$ cat src/rtl/fbuf_arbiter.sv
// rtl/fbuf_arbiter.sv - two-port framebuffer RAM arbiter with lock, preemption and read tagging.
// Optional FBUF_ARB_FAIR_EN: alternating tie-break and MAX_HOLD preemption of unlocked owners.
module fbuf_arbiter #(
    parameter int AW       = 9,
    parameter int DW       = 16,
    parameter int MAX_HOLD = 16
) (
    input  logic          clk,
    input  logic          res,
    input  logic          rq0_req,
    input  logic          rq0_write,
    input  logic          rq0_lock,
    input  logic [AW-1:0] rq0_addr,
    input  logic [DW-1:0] rq0_wdata,
    input  logic          rq1_req,
    input  logic          rq1_write,
    input  logic          rq1_lock,
    input  logic [AW-1:0] rq1_addr,
    input  logic [DW-1:0] rq1_wdata,
    output logic          rq0_ack,
    output logic          rq0_rvalid,
    output logic          rq0_grant,
    output logic          rq1_ack,
    output logic          rq1_rvalid,
    output logic          rq1_grant,
    output logic [DW-1:0] rdata,
    output logic          fb_en,
    output logic          fb_write,
    output logic [AW-1:0] fb_addr,
    output logic [DW-1:0] fb_wdata,
    input  logic [DW-1:0] fb_rdata
);
    typedef enum logic [1:0] {IDLE, OWN0, OWN1} state_t;

    state_t     r_state;
    state_t     w_state_nxt;
    logic [1:0] r_rvpipe;
    logic       w_own0;
    logic       w_own1;
    logic       w_pre0;
    logic       w_pre1;
    logic       w_rel0;
    logic       w_rel1;
    logic       w_tie0;

    // Reset blanks every output at once so an in-flight read never surfaces.
    assign w_own0     = (r_state == OWN0) && !res;
    assign w_own1     = (r_state == OWN1) && !res;
    assign rq0_grant  = w_own0;
    assign rq1_grant  = w_own1;
    assign rq0_ack    = w_own0 && rq0_req;
    assign rq1_ack    = w_own1 && rq1_req;
    assign fb_en      = rq0_ack || rq1_ack;
    assign rq0_rvalid = r_rvpipe[0] && !res;
    assign rq1_rvalid = r_rvpipe[1] && !res;
    assign rdata      = (rq0_rvalid || rq1_rvalid) ? fb_rdata : '0;

    always_comb begin
        fb_write = 1'b0;
        fb_addr  = '0;
        fb_wdata = '0;
        if (w_own0) begin
            fb_write = rq0_write;
            fb_addr  = rq0_addr;
            fb_wdata = rq0_wdata;
        end else if (w_own1) begin
            fb_write = rq1_write;
            fb_addr  = rq1_addr;
            fb_wdata = rq1_wdata;
        end
    end

`ifdef FBUF_ARB_FAIR_EN
    logic [7:0] r_hold_cnt;
    logic [7:0] w_hold_nxt;
    logic       r_last_owner;

    // Preemption looks at the count including this cycle's ack, so the owner gets exactly MAX_HOLD accesses.
    assign w_hold_nxt = (fb_en && r_hold_cnt != 8'(MAX_HOLD)) ? r_hold_cnt + 8'd1 : r_hold_cnt;
    assign w_pre0     = w_own0 && (w_hold_nxt == 8'(MAX_HOLD)) && !rq0_lock && rq1_req;
    assign w_pre1     = w_own1 && (w_hold_nxt == 8'(MAX_HOLD)) && !rq1_lock && rq0_req;
    assign w_tie0     = r_last_owner;

    always_ff @(posedge clk) begin
        if (res) begin
            r_hold_cnt   <= 8'd0;
            r_last_owner <= 1'b1;
        end else begin
            r_hold_cnt <= (w_state_nxt != r_state) ? 8'd0 : w_hold_nxt;
            if (r_state == OWN0 && w_rel0) begin
                r_last_owner <= 1'b0;
            end else if (r_state == OWN1 && w_rel1) begin
                r_last_owner <= 1'b1;
            end
        end
    end
`else
    logic w_unused_cfg;

    assign w_unused_cfg = (MAX_HOLD > 255);
    assign w_pre0       = 1'b0;
    assign w_pre1       = 1'b0;
    assign w_tie0       = 1'b1;
`endif

    assign w_rel0 = (!rq0_req && !rq0_lock) || w_pre0;
    assign w_rel1 = (!rq1_req && !rq1_lock) || w_pre1;

    always_comb begin
        w_state_nxt = r_state;
        case (r_state)
            IDLE: begin
                if (rq0_req && (!rq1_req || w_tie0)) begin
                    w_state_nxt = OWN0;
                end else if (rq1_req) begin
                    w_state_nxt = OWN1;
                end
            end
            OWN0: begin
                if (w_rel0) begin
                    w_state_nxt = rq1_req ? OWN1 : IDLE;
                end
            end
            OWN1: begin
                if (w_rel1) begin
                    w_state_nxt = rq0_req ? OWN0 : IDLE;
                end
            end
            default: w_state_nxt = IDLE;
        endcase
    end

    always_ff @(posedge clk) begin
        if (res) begin
            r_state  <= IDLE;
            r_rvpipe <= 2'b00;
        end else begin
            r_state  <= w_state_nxt;
            r_rvpipe <= {rq1_ack && !rq1_write, rq0_ack && !rq0_write};
        end
    end
endmodule
$ cat config.mk
export PLATFORM = sky130hd
export DESIGN_NAME = fbuf_arbiter
export DESIGN_NICKNAME = d
export VERILOG_FILES = /design/src/rtl/fbuf_arbiter.sv
export SDC_FILE = /design/constraint.sdc
export NUM_CORES = 1
export LEC_CHECK = 0
export CORE_MARGIN = 10
export CORE_UTILIZATION = 19
export DETAILED_ROUTE_END_ITERATION = 6
export GPL_TIMING_DRIVEN = 0
export PLACE_DENSITY_LB_ADDON = 0.12
export SKIP_CTS_REPAIR_TIMING = 1
export SLEW_MARGIN = 20
export SYNTH_ARGS = -nofsm -noshare
export SYNTH_HDL_FRONTEND = slang
export SYNTH_SLANG_ARGS = --single-unit
$ cat constraint.sdc
create_clock -name clk -period 2.8 [get_ports clk]
set_input_delay 0.84 -clock clk [delete_from_list [all_inputs] [get_ports clk]]
set_output_delay 0.84 -clock clk [all_outputs]
set_load 0.03 [all_outputs]
# After elaboration in Yosys (flattened, before gate mapping)
# Cells that the tools add are included.
[classes]
mux = 14
n_reduce_logical = 21
eq_ne = 5
[ops]
columns = ["operator", "count"]
rows = [
  ["$mux W16", 3],
  ["$mux W9", 2],
  ["$logic_and A1 B1 Y1", 10],
  ["$mux W2", 5],
  ["$logic_not A1 Y1", 7],
  ["$pmux W2 S3", 1],
  ["$ne A2 B2 Y1 const B", 2],
  ["$mux W1", 3],
  ["$ne A3 B3 Y1 const B", 1],
  ["$reduce_and A3 Y1", 1],
  ["$eq A2 B1 Y1 const B", 1],
  ["$eq A2 B2 Y1 const B", 1],
  ["$logic_not A2 Y1", 1],
  ["$logic_or A1 B1 Y1", 2],
]
[word_totals]
inputBits = 74
out_inout_bits = 49
register_bits = 4
word_cells = 42

# Logic depth before layout (Yosys ltp)
[logic_depth]
depth_word = 4
ltp_mapped = 5
ltp_nobuf = 3

# Worst setup path before layout
# OpenSTA, ideal clock, no wires.
[synth_path]
path_type = "input -> output"
start = "in res"
end = "out fb_wdata[10]"
arrival_time_ps = 1906
path_buffers = 2
setup_slack_ps = 54
required_time_ps = 1960
path_stages = 4
cell_sequence = "buf_2 > nor3b_4 > buf_6 > a22o_1"
[synth_between]
elab_chain_len = 4
word_cells_on_any_way = 5
classes_between = "2 x mux; 3 x reduce/logical"
[synth_lines]
columns = ["item", "line_no", "rtl"]
rows = [
  ["start, declared", "9", "input logic res,"],
  ["$logic_not A1 Y1", "48", "assign w_own1 = (r_state == OWN1) && !res;"],
  ["$logic_and A1 B1 Y1", "48", ""],
  ["named net rq1_grant", "25", "output logic rq1_grant,"],
  ["$mux W16", "66", "end else if (w_own1) begin"],
  ["$mux W16", "62", "if (w_own0) begin"],
  ["end, declared", "30", "output logic [DW-1:0] fb_wdata,"],
]
# The timed path passes the listed nets, and every way through them passes these cells.

# Worst setup path in the final report
[layout_path]
start = "in res"
end = "out rdata[7]"
[layout_between]
elab_chain_len = 4
word_cells_on_any_way = 5
classes_between = "1 x mux; 4 x reduce/logical"
[layout_lines]
columns = ["item", "line_no", "rtl"]
rows = [
  ["$logic_not A1 Y1 *", "54, 55", ""],
  ["$logic_and A1 B1 Y1 (on tied branches)", "54, 55", ""],
  ["$logic_or A1 B1 Y1 *", "56", "assign rdata = (rq0_rvalid || rq1_rvalid) ? fb_rdata : '0;"],
  ["$mux W16 *", "56", ""],
  ["end, declared", "26", "output logic [DW-1:0] rdata,"],
]
# Every way passes the cells marked *; elsewhere a longest branch is shown, timed or not.

==> results.py <==
metrics = {
    "detailed_routing": {
        "dr.pass1.iters": 3,
        "vias": 1071,
        "routedWlPerCell_um": 16.7,
        "wl_mm": 4.12,
        "drcViolationCount": 0,
        "ant_nets": 0,
        "drt_iter0_markers": 27,
        "via_per_inst": 4.35,
    },
    "logic_synthesis": {
        "yosys_warnings": 0,
        "synth_top_family_by_area": "compound AO/OA/AOI/OAI gates",
        "syn_area_um2": 623,
        "synth_xor_area_share_pct": 0,
        "synth_ff_type": "dfxtp_1",
        "synth_nets": 148,
        "yosys.area.top_type_share_pct": 36.5,
        "synth_edf_count": 0,
        "ys_ff_latch": 4,
        "synth.distinct_cells": 20,
        "synthSimpleGateAreaFrac_pct": 36.1,
        "synth_top_area_cell": "a22o_1",
        "synth-compound-area-share_pct": 41.2,
        "syn_area_per_cell_um2": 8.42,
        "synth_cells": 74,
        "synth_most_common_cell": "a22o_1",
        "ys_top_cells_by_area": "a22o_1, and2_1, dfxtp_1",
        "synth-adder-area-share_pct": 0,
        "synth_common_cells": "a22o_1, and2_1, buf_6, dfxtp_1, nor2b_1",
        "postSynth.asyncResetShare_pct": 0,
        "synth_mux_area_share_pct": 0,
        "ys_seq_area_share_pct": 12.9,
    },
    "cells_and_area": {
        "instances_no_fill": 246,
        "num_antenna_cells": 0,
        "drive_above_1_share_pct": 25.7,
        "nets": 278,
        "design_area_um2": 1840,
        "area_growth_pct": 195,
        "fin_util_pct": 59.2,
    },
    "sta": {
        "finalHoldViolCount": 0,
        "finalMaxSlewViolations": 0,
        "slew_headroom_pct": 76.0,
        "worst_pin_slew_ps": 359,
        "timing.fmax_ghz": 0.365,
        "final-setup-viol-count": 0,
        "fin_skew_ps": 2.24,
        "period_minus_slack_ps": 2740,
        "fin_crit_sh_pct": 97.8,
    },
    "floorplan": {
        "row_count": 20,
        "io_pins": 123,
        "fp.dieArea_um2": 5970,
        "die_x_um": 77.3,
        "die_y_um": 77.3,
        "core-area_um2": 3100,
        "start_util_pct": 20.1,
    },
    "setup_path": {
        "path_max_fanout": 10,
        "crit_required_ps": 1960,
        "endpoint_kind": "primary output",
        "startpoint_type": "primary input",
        "cp.arrival_ps": 1900,
        "crit_type": "in -> out",
    },
    "clocking": {
        "cts_tree": "done",
        "cts_buffers": 3,
        "clk_pin_slew_worst_paths_ps": 40,
        "htree_levels": 1,
        "cts.sinks": 4,
        "clkLatencyLatePin_ps": 230,
        "clk_path_buf_depth": 2,
        "cts_root_buf": "clkbuf_4",
    },
    "run_status": {
        "status": "finished clean",
    },
    "global_routing": {
        "grt-ovfl-total": 0,
        "grt_pass1_wl_mm": 6.02,
        "grt_use_total_pct": 12.4,
        "grt_max_degree": 11,
        "grt_pass1_vias": 1181,
        "antenna_found_initial": 0,
    },
    "run": {
        "maxCapViolations": 0,
    },
    "placed_design": {
        "gp_congestion": 0.708,
        "place_area_um2": 1890,
        "post-place-cells": 239,
        "post-dp-hpwl_mm": 3.70,
        "io_buffers": 121,
    },
    "hold_path": {
        "hp-class": "reg -> reg",
    },
    "power_and_ir_drop": {
        "power.density_nw_per_um2": 210,
        "ir_drop_mv": 0.105,
        "power_leakage_nw": 1.12,
    },
}
## per-layer routing
layer	up-vias	global-route usage, %	part of all wire, %	wire length, um
li1	534	-	-	-
met1	474	9.71	32	1330
met2	61	24.4	54	2240
met3	2	8.62	13	540
met4	0	2.19	0.19	8
met5	-	0	0	0
## power by group
part           internal (W)  switching, W  total (W)
clock             0.0000479     0.0000225  0.0000704
combinational      0.000141      0.000109   0.000250
sequential        0.0000602    0.00000452  0.0000647
## kinds of logic after synthesis
group / after synthesis
buffers and inverters: 8
flip-flops: 4
AND/OR/NAND/NOR: 31
AO/OA/AOI/OAI: 31
## stage by stage
stage / TNS, ps / setup slack, ps / hold slack, ps / power (W)
final: 0 / 62.6 / 661 / 0.000385
after global routing: -40.6 / -12.5 / 705 / 0.000408
after CTS: -21020 / -537 / 663 / 0.000411
after detailed placement: -20760 / -525 / 652 / 0.000337
after global placement: -20160 / -544 / 637 / 0.000332
after floorplan: 0 / 54.1 / 602 / 0.000172
## final timing paths
| kind | from | endpoint | slack, ps | depth (start not counted) |
|---|---|---|---|---|
| worst min-delay path | r_state[1] | r_state[0] | 660 | 2 |
| worst min register to register | r_state[1] | r_state[0] | 660 | 2 |
| worst max register to register | r_state[1] | r_rvpipe[1] | 1610 | 4 |
| worst max-delay path | res | rdata[7] | 60 | 5 |
## critical path: stages
cell and delay, ps:
buf_2 160, nor2_2 220, clkbuf_2 210, and2_1 140, dlymetal6s2s_1 310
## cell type report
class                      count  area (um^2)
sequential                     4         80.1
buffer                         6         55.1
tap                           44         55.1
fill                         295         1260
multi-input combinational     62          484
timing repair buffer         125         1130
inverter                       2         7.51
clock buffer                   3         22.5
## registers in the layout, summed over array words and instances, names as in the netlist
name / flops
r_rvpipe: 2
r_state: 2
## placed cells by master, fill, tap and decap left out, types with 4 or more instances in the layout
cell type / count
clkdlybuf4s50_1: 74
clkbuf_2: 31
a22o_1: 26
dlymetal6s2s_1: 17
and2_1: 16
buf_6: 4
dfxtp_1: 4
buf_4: 4
(Power assumes the default switching activity.)
